### config.mk
export PLATFORM = sky130hd
export DESIGN_NAME = burrito_ctrl
export DESIGN_NICKNAME = d
export VERILOG_FILES = /design/src/rtl/burrito_pkg.sv /design/src/rtl/burrito_decode.sv /design/src/rtl/burrito_ctrl.sv
export SDC_FILE = /design/constraint.sdc
export NUM_CORES = 1
export LEC_CHECK = 0
export CAP_MARGIN = 20
export CORE_MARGIN = 2
export CORE_UTILIZATION = 53
export DETAILED_ROUTE_END_ITERATION = 8
export GPL_TIMING_DRIVEN = 0
export HOLD_SLACK_MARGIN = 0.05
export PLACE_DENSITY = 0.85
export SYNTH_ARGS = -nofsm -noshare
export SYNTH_HDL_FRONTEND = slang
export SYNTH_HIERARCHICAL = 1
export SYNTH_SLANG_ARGS = --single-unit
### constraint.sdc
create_clock -name clk -period 3.36 [get_ports clk]
set_clock_uncertainty 0.1 [all_clocks]
set_input_delay 0.336 -clock clk [delete_from_list [all_inputs] [get_ports clk]]
set_output_delay 0.336 -clock clk [all_outputs]
set_load 0.03 [all_outputs]
### src/rtl/burrito_pkg.sv
// Shared types and encodings for the burrito R-type sequencer and its funct decoder.
package burrito_pkg;

  typedef enum logic [2:0] {
    IDLE,
    FETCH,
    DECODE,
    EXEC,
    WB,
    HALT
  } state_t;

  localparam logic [5:0] OP_RTYPE = 6'b000000;
  localparam logic [5:0] OP_HALT  = 6'b111111;

  localparam logic [5:0] FUNCT_ADD = 6'b100000;
  localparam logic [5:0] FUNCT_SUB = 6'b100010;
  localparam logic [5:0] FUNCT_AND = 6'b100100;
  localparam logic [5:0] FUNCT_OR  = 6'b100101;
  localparam logic [5:0] FUNCT_SLT = 6'b101010;
  localparam logic [5:0] FUNCT_NOR = 6'b100111;

  localparam logic [3:0] ALU_AND = 4'b0000;
  localparam logic [3:0] ALU_OR  = 4'b0001;
  localparam logic [3:0] ALU_ADD = 4'b0010;
  localparam logic [3:0] ALU_SUB = 4'b0110;
  localparam logic [3:0] ALU_SLT = 4'b0111;
  localparam logic [3:0] ALU_NOR = 4'b1100;

endpackage

### src/rtl/burrito_decode.sv
// Combinational funct-to-ALU-code decoder; also reports whether the funct is supported.
module burrito_decode
  import burrito_pkg::*;
(
  input  logic [5:0] funct,
  output logic [3:0] alu_op,
  output logic       supported
);

  always_comb begin
    alu_op    = ALU_AND;
    supported = 1'b1;
    case (funct)
      FUNCT_ADD: alu_op = ALU_ADD;
      FUNCT_SUB: alu_op = ALU_SUB;
      FUNCT_AND: alu_op = ALU_AND;
      FUNCT_OR:  alu_op = ALU_OR;
      FUNCT_SLT: alu_op = ALU_SLT;
      FUNCT_NOR: alu_op = ALU_NOR;
      default: begin
        alu_op    = ALU_AND;
        supported = 1'b0;
      end
    endcase
  end

endmodule

### src/rtl/burrito_ctrl.sv
// Multi-cycle R-type sequencer: fetches, decodes and drives register-bank addresses,
// write enable and ALU code, advancing the PC until a HALT opcode is seen.
module burrito_ctrl
  import burrito_pkg::*;
#(
  parameter int PC_W  = 32,
  parameter int CNT_W = 16,
  parameter int ERR_W = 8
) (
  input  logic             clk,
  input  logic             rst_n,
  input  logic             start,
  input  logic [31:0]      instr,
  output logic [PC_W-1:0]  ins_addr,
  output logic [4:0]       RR1,
  output logic [4:0]       RR2,
  output logic [4:0]       wR,
  output logic             RW,
  output logic [3:0]       alu_op,
  output logic             busy,
  output logic             halted,
  output logic [CNT_W-1:0] retired_cnt,
  output logic [ERR_W-1:0] err_cnt
);

  state_t            state;
  state_t            state_next;
  logic [PC_W-1:0]   pc;
  logic [PC_W-1:0]   pc_next;
  logic              pc_advance;
  logic [31:0]       ir;
  logic              wb_en;
  logic              supp_q;
  logic [3:0]        dec_alu_op;
  logic              dec_supported;
  logic              err_inc;
  logic [5:0]        opcode;
  logic              unused_shamt;

  assign opcode       = ir[31:26];
  assign unused_shamt = ^ir[10:6];

  burrito_decode u_decode (
    .funct     (ir[5:0]),
    .alu_op    (dec_alu_op),
    .supported (dec_supported)
  );

  always_comb begin
    state_next = state;
    pc_advance = 1'b0;
    err_inc    = 1'b0;
    case (state)
      IDLE:   if (start) state_next = FETCH;
      FETCH:  state_next = DECODE;
      DECODE: begin
        if (opcode == OP_HALT) begin
          state_next = HALT;
        end else if (opcode != OP_RTYPE) begin
          err_inc    = 1'b1;
          pc_advance = 1'b1;
          state_next = FETCH;
        end else begin
          err_inc    = !dec_supported;
          state_next = EXEC;
        end
      end
      EXEC:   state_next = WB;
      WB: begin
        pc_advance = 1'b1;
        state_next = FETCH;
      end
      HALT:    state_next = HALT;
      default: state_next = IDLE;
    endcase
  end

  // Continuous assign keeps the next-PC path a single, easily observable net.
  assign pc_next = pc_advance ? pc + PC_W'(4) : pc;

  always_ff @(posedge clk) begin
    if (!rst_n) begin
      state       <= IDLE;
      pc          <= '0;
      ir          <= '0;
      RR1         <= '0;
      RR2         <= '0;
      wR          <= '0;
      alu_op      <= ALU_AND;
      wb_en       <= 1'b0;
      supp_q      <= 1'b0;
      retired_cnt <= '0;
      err_cnt     <= '0;
    end else begin
      state <= state_next;
      pc    <= pc_next;
      if (state == FETCH) ir <= instr;
      if (state == DECODE && opcode == OP_RTYPE) begin
        RR1    <= ir[25:21];
        RR2    <= ir[20:16];
        wR     <= ir[15:11];
        alu_op <= dec_alu_op;
        supp_q <= dec_supported;
        wb_en  <= dec_supported && (ir[15:11] != 5'd0);
      end
      if (err_inc && err_cnt != {ERR_W{1'b1}}) err_cnt <= err_cnt + ERR_W'(1);
      if (state == WB && supp_q) retired_cnt <= retired_cnt + CNT_W'(1);
    end
  end

  // A reset landing on the WB cycle must suppress that cycle's write.
  assign RW       = rst_n && wb_en && (state == WB);
  assign ins_addr = pc;
  assign busy     = (state == FETCH) || (state == DECODE) || (state == EXEC) || (state == WB);
  assign halted   = (state == HALT);

endmodule
=== Word level (Yosys, flattened, before mapping) ===
Index checks and enable logic that the tools add are counted.

* Flip-flop bits (word level): 112
* Bits of input ports: 35
* Output and inout bits: 78

* Add/subtract/negate cells: 3
* Equal/unequal tests: 14
* Muxes and demuxes: 12
* Reductions and logical operators: 15

{| class="wikitable"
|+ Operator list
! operator !! number
|-
| $eq 6x6->1 const B || 7
|-
| $add 32x3->32 const B || 1
|-
| $pmux 4 s5 || 1
|-
| $pmux 3 s6 || 1
|-
| $add 16x1->16 const B || 1
|-
| $add 8x1->8 const B || 1
|-
| $ne 8x8->1 const B || 1
|-
| $eq 3x2->1 const B || 2
|-
| $eq 3x3->1 const B || 2
|-
| $logic_and 1x1->1 || 6
|-
| $logic_not 6->1 || 1
|-
| $mux 1 || 6
|-
| $mux 3 || 2
|-
| $reduce_bool 6->1 || 1
|-
| $reduce_or 6->1 || 1
|-
| $reduce_bool 5->1 || 1
|-
| $eq 3x1->1 const B || 1
|-
| $logic_not 3->1 || 1
|-
| $logic_or 1x1->1 || 3
|-
| $mux 2 || 1
|-
| $ne 2x2->1 const B || 1
|-
| $pmux 1 s2 || 1
|-
| $logic_not 1->1 || 1
|}

=== Logic depth before layout (Yosys ltp) ===
Gate-level depths: netlist (run 1).

* Depth after elaboration: 8
* Depth in mapped cells: 8

=== Cells and area by module ===
Netlist (run 1), hierarchy kept.

{| class="wikitable"
|+ Modules (own cells, without submodules)
! module !! times used !! cells an instance !! area an instance (um^2)
|-
| burrito_ctrl || 1 || 545 || 4431.8
|-
| burrito_decode || 1 || 15 || 103.8
|}

=== Least setup slack after synthesis (run 1) ===
No wires, ideal clock.

* Path kind: reg2reg
* Start: reg pc[17] (netlist: ins_addr[17])
* End: reg pc[31] (netlist: ins_addr[31])
* Library setup time: 0.070 ns
* Arrival time: 1.892 ns
* Slack: 1.298 ns
* Stages on the path, launching flop included: 6
* Path buffers: 0
* Period minus slack after synthesis: 2.062 ns
* Cells stage by stage: dfxtp_1 > nand4_1 > nor4_1 > nand3_1 > or4_1 > a21oi_1

* Word-level cells in the longest chain between the ends: 1

{| class="wikitable"
|+ Ends and longest elaborated chain
! item !! RTL line !! source
|-
| start: declaration || burrito_ctrl.sv:28 || <nowiki>logic [PC_W-1:0] pc;</nowiki>
|-
| start signal: assignment || burrito_ctrl.sv:96 || <nowiki>pc <= pc_next;</nowiki>
|-
| $add 32x3->32 || burrito_ctrl.sv:79 || <nowiki>assign pc_next = pc_advance ? pc + PC_W'(4) : pc;</nowiki>
|}

Every way passes these cells.
A chain may end at the register's enable or synchronous reset.

=== Final worst setup path (run 1) ===
* Start: in rst_n
* End: out RW

* Word-level cells in the longest chain between the ends: 2

{| class="wikitable"
|+ Ends and longest elaborated chain
! item !! RTL line !! source
|-
| start: declaration || burrito_ctrl.sv:11 || <nowiki>input logic rst_n,</nowiki>
|-
| $logic_and 1x1->1 (2 in series) || burrito_ctrl.sv:112 || <nowiki>assign RW = rst_n && wb_en && (state == WB);</nowiki>
|-
| end: declaration || burrito_ctrl.sv:18 || <nowiki>output logic RW,</nowiki>
|}

Every way passes these cells.

==> results of run 1 <==
-- path summary, 6_finish.rpt --
kind,startpoint,endpoint
hold / removal,alu_op[3]$_SDFFE_PN0P_,alu_op[3]$_SDFFE_PN0P_
hold reg to reg,alu_op[3]$_SDFFE_PN0P_,alu_op[3]$_SDFFE_PN0P_
setup / recovery,rst_n,RW
setup reg to reg,ins_addr[18]$_SDFFE_PN0P_,ins_addr[31]$_SDFFE_PN0P_
-- registers in the layout, summed over array words and instances (netlist names) --
signal and count:
ir 27, RR1 5, retired_cnt 16, wR 5, err_cnt 8, wb_en 1
supp_q 1, state 3, ins_addr 30, alu_op 4, RR2 5
-- metal layers --
layer / share of wire [%] / routed length (µm) / vias up / global-route usage (%)
met5: 0 / 0 / - / 0
met2: 50 / 5600 / 131 / 42.9
met3: 5.7 / 632 / 20 / 4.81
li1: - / - / 2180 / -
met4: 1.9 / 212 / 0 / 9.51
met1: 42 / 4740 / 2032 / 28.7
-- Yosys cell counts (4+ instances only) --
master    count  area [µm²]
nand2_1     120         450
dfxtp_1     105        2100
a21oi_1      83         415
nor2_1       33         124
clkbuf_1     25        93.8
or4_1        21         158
o31ai_1      20         150
nand3_1      18        90.1
o21ai_0      13        65.1
nand4_1      11        68.8
or3_1        11        68.8
inv_1        10        37.5
xnor2_1      10        87.6
xor2_1        8        70.1
nor3_1        7        35.0
nor4_1        6        37.5
buf_2         5        25.0
mux2i_1       5        50.1
nand2b_1      4        25.0
-- placed cells by master (no fill, tap or decap), types with 3 or more instances in the layout --
cell and instances:
dfxtp_1 105, clkdlybuf4s50_1 105, or3_1 11, nor3_1 7, ha_1 3, inv_1 10, xnor2_1 10, o31ai_1 20
nor2_1 33, nor4_1 6, or4_1 21, buf_2 5, or2_2 3, xor2_1 8, nand3_1 18, mux2i_1 5
o21ai_0 13, clkbuf_8 10, nand4_1 11, nor2b_1 3, a21oi_1 83, and3_1 3, clkbuf_1 27, nand2_1 120
nand2b_1 4
-- layout make-up --
class	instances	area [µm²]
Sequential cell	105	2100
Tap cell	105	131
Buffer	34	156
Fill cell	687	2340
Timing Repair Buffer	105	1050
Inverter	10	37.5
Multi-Input combinational cell	412	2240
Clock buffer	12	145
Clock inverter	4	51.3
-- cell families (layout without fill, tap and decap cells) --
family / Yosys count / after routing
xor gates and xnor gates: 18 / 18
buffers and inverters: 44 / 165
DFF: 105 / 105
muxes: 5 / 5
and+or+nand+nor: 260 / 260
other: 1 / 2
AOI/OAI and AO/OA: 124 / 124
adders and majority gates: 3 / 3
-- metrics by stage --
stage | total power, mW | worst slack (ns)
after CTS | 2.33 | 0.340
after detailed placement | 1.55 | 0.342
final | 2.32 | 0.314
after floorplan | 1.46 | 1.30
after global routing | 2.40 | 0.185
after global placement | 1.55 | 0.321
-- critical path, stage by stage --
cell             delay [ns]
clkdlybuf4s50_1        0.53
inv_1                  0.15
clkbuf_1               0.46
clkbuf_1               0.41
nor2_1                 0.10
clkdlybuf4s50_1        0.62
-- power by group --
part           switching, mW  internal, mW
logic                  0.135        0.0963
clock network          0.423         0.368
registers             0.0236          1.27
==> metrics.yaml, run 1 <==
critical_path:
  start_kind: "input port"
  critical_path_arrival_ns: 2.61
  crit_path_end_kind: "output pin"
  rr_worst_depth: 5
  critPathMaxFanout: 10
  critPathKind: "input port to output pin"
  ff2ff_setup_slack_ns: 1.14
  critPathRequiredTime_ns: 2.92
yosys:
  synth.area.mux_share_pct: 1.10
  ys_async_sr_fraction_pct: 0
  netlist_area_um2: 4540
  synth_top_family_by_area: "simple AND/OR/NAND/NOR gates"
  yosys_warnings: 6
  netlist-cell-type-count: 49
  syn_area_per_cell_um2: 8.10
  synthXorXnorAreaFrac_pct: 3.48
  yosysSeqAreaShare_pct: 46.3
  yosys.area_share.simple_pct: 28.4
  synth_edf_count: 0
  synth-compound-area-share_pct: 15.5
  postSynthCellCount: 560
  ys_ff_latch: 105
  yosys.area_share.adder_pct: 0.828
  synth_ff_type: "dfxtp_1"
worst_hold_path:
  holdPathStages: 2
  hold_class: "flip-flop to flip-flop"
cts:
  ctsResizeCount: 0
  cts_hold_buf: 0
  h-tree-depth: 3
  clock_path_buffers: 2
  cts_setup_buffers: 0
  cts_made_buffers: 9
  path_clk_slew_ns: 0.09
  clock_sinks: 105
  clk-insertion-delay-late_ns: 0.36
  cts_tree: "yes"
  cts_root_buf: "clkbuf_8"
die:
  dieArea_um2: 9310
  fp.dieH_um: 96.5
  initial_core_util_pct: 54.9
  io_pins: 113
  rows: 33
  core_um2: 8260
  die_w_um: 96.5
timing:
  fin_crit_sh_pct: 90.7
  finalHoldViolCount: 0
  rsz0062_at_grt: "no"
  maxSlewHeadroom_pct: 61.1
  setup_tns_ns: 0
  final-setup-viol-count: 0
  fmax_mhz: 328
  period_minus_slack_ns: 3.05
  maxSlewViolCount: 0
  worst_slew_pin_slew_ns: 0.584
  whs_ns: 0.360
placed_design:
  placed_cell_area_um2: 5720
  dpl.hpwl_um: 8350
  gp_congestion: 0.799
  dp_cells: 771
  portBuffers: 105
routing:
  vias: 4363
  wl_per_cell_um: 14.2
  drt_iter0_markers: 178
  wirelength_um: 11200
  viasPerCell: 5.54
  ant_nets: 0
  dr.pass1.iters: 5
  drc: 0
grt:
  overflow: 0
  grtUsageTotal_pct: 24.2
  antenna_found_initial: 0
  grt_max_degree: 17
  grt_pass1_wl_um: 17700
  grt_pass1_vias: 3952
final_layout:
  nets: 715
  stdcell_area_um2: 5920
  diodes: 0
  drive_gt1_share_pct: 4.99
  areaGrowthSynthToFinish_pct: 30.5
  fin_util_pct: 71.7
  final_cells: 787
power_and_ir_drop:
  powerDensity_nw_per_um2: 391
  cellLeakagePower_nw: 1.86
  max-vdd-ir-drop_mv: 0.245
run_status:
  status: "completed"
run:
  maxCapViolCount: 0
No activity file was read; power rests on OpenSTA's default activity.
==> run 2: changes to the inputs <==
--- a/config.mk
+++ b/config.mk
@@ -6,12 +6,12 @@
 export NUM_CORES = 1
 export LEC_CHECK = 0
 export CAP_MARGIN = 20
-export CORE_MARGIN = 2
 export CORE_UTILIZATION = 53
 export DETAILED_ROUTE_END_ITERATION = 8
 export GPL_TIMING_DRIVEN = 0
 export HOLD_SLACK_MARGIN = 0.05
 export PLACE_DENSITY = 0.85
+export SKIP_LAST_GASP = 1
 export SYNTH_ARGS = -nofsm -noshare
 export SYNTH_HDL_FRONTEND = slang
 export SYNTH_HIERARCHICAL = 1
==> run 2 against run 1 <==
Die area decreased by 4.1%. Worst hold slack worse by 0.0032 ns. Largest power group unchanged. Via count is essentially flat. Wire length decreased by 0.83%. First-iteration DRC count is 6.2% lower. Setup slack lost 0.00091 ns. Non-clock buffer count did not move. Clock power grew 20%. Critical path type unchanged. Highest routed layer unchanged. Core utilization is 0.65 points higher. Largest cell class unchanged. Sequential share of layout area fell by 0.32 points.
==> metrics.yaml, run 2 (synthesis results as in run 1) <==
run_status:
  status: "completed"  # unchanged
final_layout:
  nets: 715  # unchanged
  final_common_cell: "nand2_1"  # unchanged
  diodes: 0  # unchanged
  stdcell_area_um2: 5970  # was 5920 µm²
  drive_gt1_share_pct: 5.28  # was 4.99%
  largest_register_ffs: 30  # unchanged
  areaGrowthSynthToFinish_pct: 31.7  # was 30.5%
  final_cell_mix: "nand2_1, dfxtp_1, clkdlybuf4s50_1"  # unchanged
  nFillCells: 659  # was 687
power_and_ir_drop:
  cellLeakagePower_nw: 1.89  # was 1.86 nW
  powerDensity_nw_per_um2: 415  # was 391 nW/µm²
  max-vdd-ir-drop_mv: 0.275  # was 0.245 mV
critical_path:
  crit_path_end_kind: "output pin"  # unchanged
  rr_worst_depth: 5  # unchanged
  start_kind: "input port"  # unchanged
  critPathKind: "input port to output pin"  # unchanged
  critPathMaxFanout: 10  # unchanged
  critPathRequiredTime_ns: 2.92  # about the same
  critical_path_arrival_ns: 2.61  # about the same
timing:
  fin_ws_ns: 0.313  # was 0.314 ns
  fin_crit_sh_pct: 90.7  # about the same
  final-setup-viol-count: 0  # unchanged
  fmax_mhz: 328  # about the same
  maxSlewViolCount: 0  # unchanged
  period_minus_slack_ns: 3.05  # about the same
  rsz0062_at_grt: "no"  # unchanged
  setup_tns_ns: 0  # unchanged
  maxSlewHeadroom_pct: 62.9  # was 61.1%
  worst_slew_pin_slew_ns: 0.557  # was 0.584 ns
  finalHoldViolCount: 0  # unchanged
die:
  io_pins: 113  # unchanged
  core_um2: 8260  # unchanged
  fp.dieH_um: 94.5  # was 96.5 µm
  rows: 33  # unchanged
  dieArea_um2: 8930  # was 9310 µm²
  initial_core_util_pct: 54.9  # unchanged
  die_w_um: 94.5  # was 96.5 µm
grt:
  overflow: 0  # unchanged
  grt_max_degree: 18  # was 17
  antenna_found_initial: 0  # unchanged
  grt_pass1_wl_um: 17800  # was 17700 µm
  grtUsageTotal_pct: 25.3  # was 24.2%
  grt_pass1_vias: 4065  # was 3952
routing:
  ant_nets: 0  # unchanged
  vias: 4362  # was 4363
  wl_per_cell_um: 14.1  # was 14.2 µm
  viasPerCell: 5.54  # about the same
  wirelength_um: 11100  # was 11200 µm
  drt_iter0_markers: 167  # was 178
  drc: 0  # unchanged
  dr.pass1.iters: 4  # was 5
run:
  maxCapViolCount: 0  # unchanged
cts:
  path_clk_slew_ns: 0.09  # about the same
  clock_sinks: 105  # unchanged
  clock_path_buffers: 2  # unchanged
  cts_tree: "yes"  # unchanged
  cts_hold_buf: 0  # unchanged
  cts_made_buffers: 9  # unchanged
  h-tree-depth: 3  # unchanged
  clk-insertion-delay-late_ns: 0.38  # was 0.36 ns
  cts_root_buf: "clkbuf_8"  # unchanged
  cts_setup_buffers: 0  # unchanged
  ctsResizeCount: 0  # unchanged
placed_design:
  place_ws_ns: 0.298  # was 0.342 ns
  portBuffers: 105  # unchanged
  dpl.hpwl_um: 8110  # was 8350 µm
  gp_congestion: 0.818  # was 0.799
  placed_cell_area_um2: 5720  # unchanged
worst_hold_path:
  hold_class: "flip-flop to flip-flop"  # unchanged
  holdPathStages: 2  # unchanged
-- run 2: worst max-delay path: stages --
cell	delay, ns
clkdlybuf4s50_1	0.53
inv_1	0.16
clkbuf_1	0.43
clkbuf_1	0.41
nor2_1	0.13
clkdlybuf4s50_1	0.61
-- run 2: final timing paths --
path,startpoint,end,slack [ns]
worst min register to register,supp_q$_SDFFE_PN0P_,supp_q$_SDFFE_PN0P_,0.36
worst max-delay path,rst_n,RW,0.31
worst max register to register,ins_addr[18]$_SDFFE_PN0P_,ins_addr[31]$_SDFFE_PN0P_,1.15
worst min-delay path,supp_q$_SDFFE_PN0P_,supp_q$_SDFFE_PN0P_,0.36
-- run 2: routing by layer --
| metal | up-vias | global-route usage (%) | part of all wire [%] | wire, µm |
|---|---|---|---|---|
| met5 | - | 0 | 0 | 0 |
| li1 | 2180 | - | - | - |
| met2 | 156 | 44.7 | 50 | 5520 |
| met1 | 2009 | 28.9 | 42 | 4660 |
| met4 | 0 | 10.4 | 1.5 | 169 |
| met3 | 17 | 6.52 | 6.6 | 732 |
-- run 2: cell type report --
type	count	area, µm²	share of cell area, %
buffer	34	156	2.62
clock buffer	10	138	2.30
clock inverter	6	113	1.89
inverter	10	37.5	0.629
multi-input combinational	412	2240	37.6
sequential	105	2100	35.2
tap	105	131	2.20
timing repair buffer	105	1050	17.6
-- run 2: metrics by stage --
stage | total power [mW] | hold WS, ns | utilization [%] | std cells
after floorplan | 1.46 | 0.332 | - | 561
after CTS | 2.48 | 0.357 | 72.3 | 787
after global routing | 2.56 | 0.374 | 72.3 | 787
after detailed placement | 1.55 | 0.343 | 69.3 | 771
after global placement | 1.55 | 0.338 | 69.3 | 771
final | 2.48 | 0.356 | 72.3 | 787
-- run 2: report_power, final --
group	internal (mW)	leakage [nW]	switching, mW
Combinational	0.0962	0.918	0.134
Clock	0.518	0.127	0.434
Sequential	1.27	0.849	0.0228
Total	1.89	1.89	0.591
==> run 3: changes to the inputs <==
--- a/config.mk
+++ b/config.mk
@@ -6,11 +6,11 @@
 export NUM_CORES = 1
 export LEC_CHECK = 0
 export CAP_MARGIN = 20
-export CORE_UTILIZATION = 53
+export CORE_UTILIZATION = 49
 export DETAILED_ROUTE_END_ITERATION = 8
 export GPL_TIMING_DRIVEN = 0
 export HOLD_SLACK_MARGIN = 0.05
-export PLACE_DENSITY = 0.85
+export PLACE_DENSITY = 0.8
 export SKIP_LAST_GASP = 1
 export SYNTH_ARGS = -nofsm -noshare
 export SYNTH_HDL_FRONTEND = slang
==> constraint.sdc (replaced) <==
create_clock -name clk -period 3.12 [get_ports clk]
set_clock_uncertainty 0.1 [all_clocks]
set_input_delay 0.312 -clock clk [delete_from_list [all_inputs] [get_ports clk]]
set_output_delay 0.312 -clock clk [all_outputs]
set_load 0.03 [all_outputs]
==> run 3 against run 2 <==
The run now ends with DRC left. Register-to-register slack worse by 0.18 ns. Via count grew 0.83%. Critical endpoint unchanged. Count of clock-buffer cells in the layout is 2 higher. Combinational power up 8%. Sequential share of layout area increased by 0.43 points. Largest cell class unchanged.
==> metrics.yaml, run 3 (synthesis results as in run 1) <==
timing:
  whs_ns: 0.354  # was 0.356 ns
  maxSlewHeadroom_pct: 60.1  # was 62.9%
  maxSlewViolCount: 0  # unchanged
  setup_tns_ns: 0  # unchanged
  finalHoldViolCount: 0  # unchanged
  fin_crit_sh_pct: 92.8
  fmax_mhz: 345
  final-setup-viol-count: 0  # unchanged
  worst_slew_pin_slew_ns: 0.598  # was 0.557 ns
  period_minus_slack_ns: 2.90
  rsz0062_at_grt: "no"  # unchanged
final_layout:
  register_area_um2: 2100  # unchanged
  final_common_cell: "nand2_1"  # unchanged
  largest_register_ffs: 30  # unchanged
  multi_input_area_um2: 2240  # unchanged
  nets: 715  # unchanged
  final_cell_mix: "nand2_1, dfxtp_1, clkdlybuf4s50_1"  # unchanged
  drive_gt1_share_pct: 5.13  # was 5.28%
  areaGrowthSynthToFinish_pct: 30.1  # was 31.7%
  nFillCells: 751  # was 659
  diodes: 0  # unchanged
cts:
  cts_tree: "yes"  # unchanged
  clock_path_buffers: 2  # unchanged
  clk-insertion-delay-late_ns: 0.36  # was 0.38 ns
  cts_root_buf: "clkbuf_8"  # unchanged
  h-tree-depth: 3  # unchanged
  cts_hold_buf: 0  # unchanged
  cts_made_buffers: 9  # unchanged
  ctsResizeCount: 0  # unchanged
  clock_sinks: 105  # unchanged
  cts_setup_buffers: 0  # unchanged
  path_clk_slew_ns: 0.09  # about the same
critical_path:
  worstPathBufferInverterCount: 5  # unchanged
  critical_path_arrival_ns: 2.48  # was 2.61 ns
  rr_worst_depth: 7  # was 5
  rr_endpoint: "err_cnt[5]$_SDFFE_PN0P_"  # was ins_addr[31]$_SDFFE_PN0P_
  path_delay_family: "buffers and inverters"  # unchanged
  cp.depth: 6  # unchanged
  critPathKind: "input port to output pin"  # unchanged
  ff2ff_setup_slack_ns: 0.97  # was 1.15 ns
  crit_chain: "clkdlybuf4s50_1 > inv_1 > clkbuf_1 > clkbuf_2 > nor2_1 > clkdlybuf4s50_1"  # was clkdlybuf4s50_1 > inv_1 > clkbuf_1 > clkbuf_1 > nor2_1 > clkdlybuf4s50_1
  crit_path_end_kind: "output pin"  # unchanged
  crit_path_frequent_cell: "clkdlybuf4s50_1"
  slowest_stage: "clkdlybuf4s50_1"  # unchanged
  critPathRequiredTime_ns: 2.71  # was 2.92 ns
  start_kind: "input port"  # unchanged
  slowest_delay_ns: 0.60  # was 0.61 ns
  r2r-start: "ir[1]$_SDFFE_PN0P_"  # was ins_addr[18]$_SDFFE_PN0P_
  critPathMaxFanout: 10  # unchanged
grt:
  grtUsageTotal_pct: 23.4  # was 25.3%
  grt_max_degree: 17  # was 18
  overflow: 0  # unchanged
  antenna_found_initial: 0  # unchanged
  grt_pass1_wl_um: 18400  # was 17800 µm
  grt_pass1_vias: 4051  # was 4065
run_status:
  violations: "DRC"
  status: "finished with violations"  # was completed
routing:
  drt_iter0_markers: 223  # was 167
  drc: 8  # was 0
  wl_per_cell_um: 14.2  # was 14.1 µm
  wirelength_um: 11200  # was 11100 µm
  vias: 4398  # was 4362
  ant_nets: 0  # unchanged
  dr.pass1.iters: 6  # was 4
  viasPerCell: 5.57  # was 5.54
run:
  maxCapViolCount: 0  # unchanged
worst_hold_path:
  hold_class: "flip-flop to flip-flop"  # unchanged
  min_to: "RR1[4]$_SDFFE_PN0P_"  # was supp_q$_SDFFE_PN0P_
  holdCritStartpoint: "ir[25]$_SDFFE_PN0P_"  # was supp_q$_SDFFE_PN0P_
  holdPathStages: 2  # unchanged
die:
  dieArea_um2: 9650  # was 8930 µm²
  rows: 34  # was 33
  initial_core_util_pct: 51.3  # was 54.9%
  die_w_um: 98.2  # was 94.5 µm
  core_um2: 8850  # was 8260 µm²
  io_pins: 113  # unchanged
  fp.dieH_um: 98.2  # was 94.5 µm
power_and_ir_drop:
  powerDensity_nw_per_um2: 411  # was 415 nW/µm²
  cellLeakagePower_nw: 1.85  # was 1.89 nW
  max-vdd-ir-drop_mv: 0.226  # was 0.275 mV
placed_design:
  gp_congestion: 0.814  # was 0.818
  portBuffers: 105  # unchanged
  dpl.hpwl_um: 8260  # was 8110 µm
-- run 3: changes by cell type in the layout (fill, tap and decap cells not counted), sizes merged --
cell / previous run / this run
bufinv: 3 / 0
clkbuf: 35 / 37
clkinvlp: 0 / 2
inv: 11 / 10
-- run 3: how the worst max path moves through the flow --
stage / start / to / slack (ns)
after global placement: rst_n / RW / 0.13
after floorplan: ins_addr[17]$_SDFFE_PN0P_ / ins_addr[31]$_SDFFE_PN0P_ / 1.06
after detailed placement: rst_n / RW / 0.13
after CTS: rst_n / RW / 0.13
after global routing: rst_n / RW / 0.1
final: rst_n / RW / 0.22
-- run 3: final cells by class --
type / instances / share of cell area (%)
Multi-Input combinational cell: 412 / 38.0
Sequential cell: 105 / 35.6
Timing Repair Buffer: 105 / 17.8
Buffer: 34 / 2.67
Clock buffer: 12 / 2.46
Tap cell: 108 / 2.29
Inverter: 10 / 0.636
Clock inverter: 4 / 0.488
-- run 3: tightest hold or removal path, stage by stage (launching register included) --
cell and delay (ns):
dfxtp_1 0.32, nand2_1 0.05, a21oi_1 0.05
-- run 3: power by group --
| group | internal [mW] | switching [mW] | total (mW) |
|---|---|---|---|
| logic | 0.104 | 0.146 | 0.249 |
| registers | 1.37 | 0.0254 | 1.39 |
| clock network | 0.314 | 0.465 | 0.779 |
| total | 1.79 | 0.636 | 2.42 |
-- run 3: through the flow --
step | std cells | area (µm²) | utilization [%] | setup WS (ns) | power [mW]
after CTS | 790 | 5900 | 66.7 | 0.130 | 2.43
after global routing | 790 | 5900 | 66.7 | 0.0997 | 2.52
after floorplan | 561 | 4540 | - | 1.06 | 1.57
after detailed placement | 774 | 5730 | 64.7 | 0.130 | 1.67
after global placement | 774 | 5730 | 64.7 | 0.128 | 1.67
final | 790 | 5900 | 66.7 | 0.224 | 2.42
-- run 3: metal layers --
layer	track usage [%]	part of all wire (%)	routed length [µm]
met1	28.0	42	4770
met2	40.8	49	5540
met3	6.01	7.0	787
met4	7.81	1.3	145
met5	0	0	0
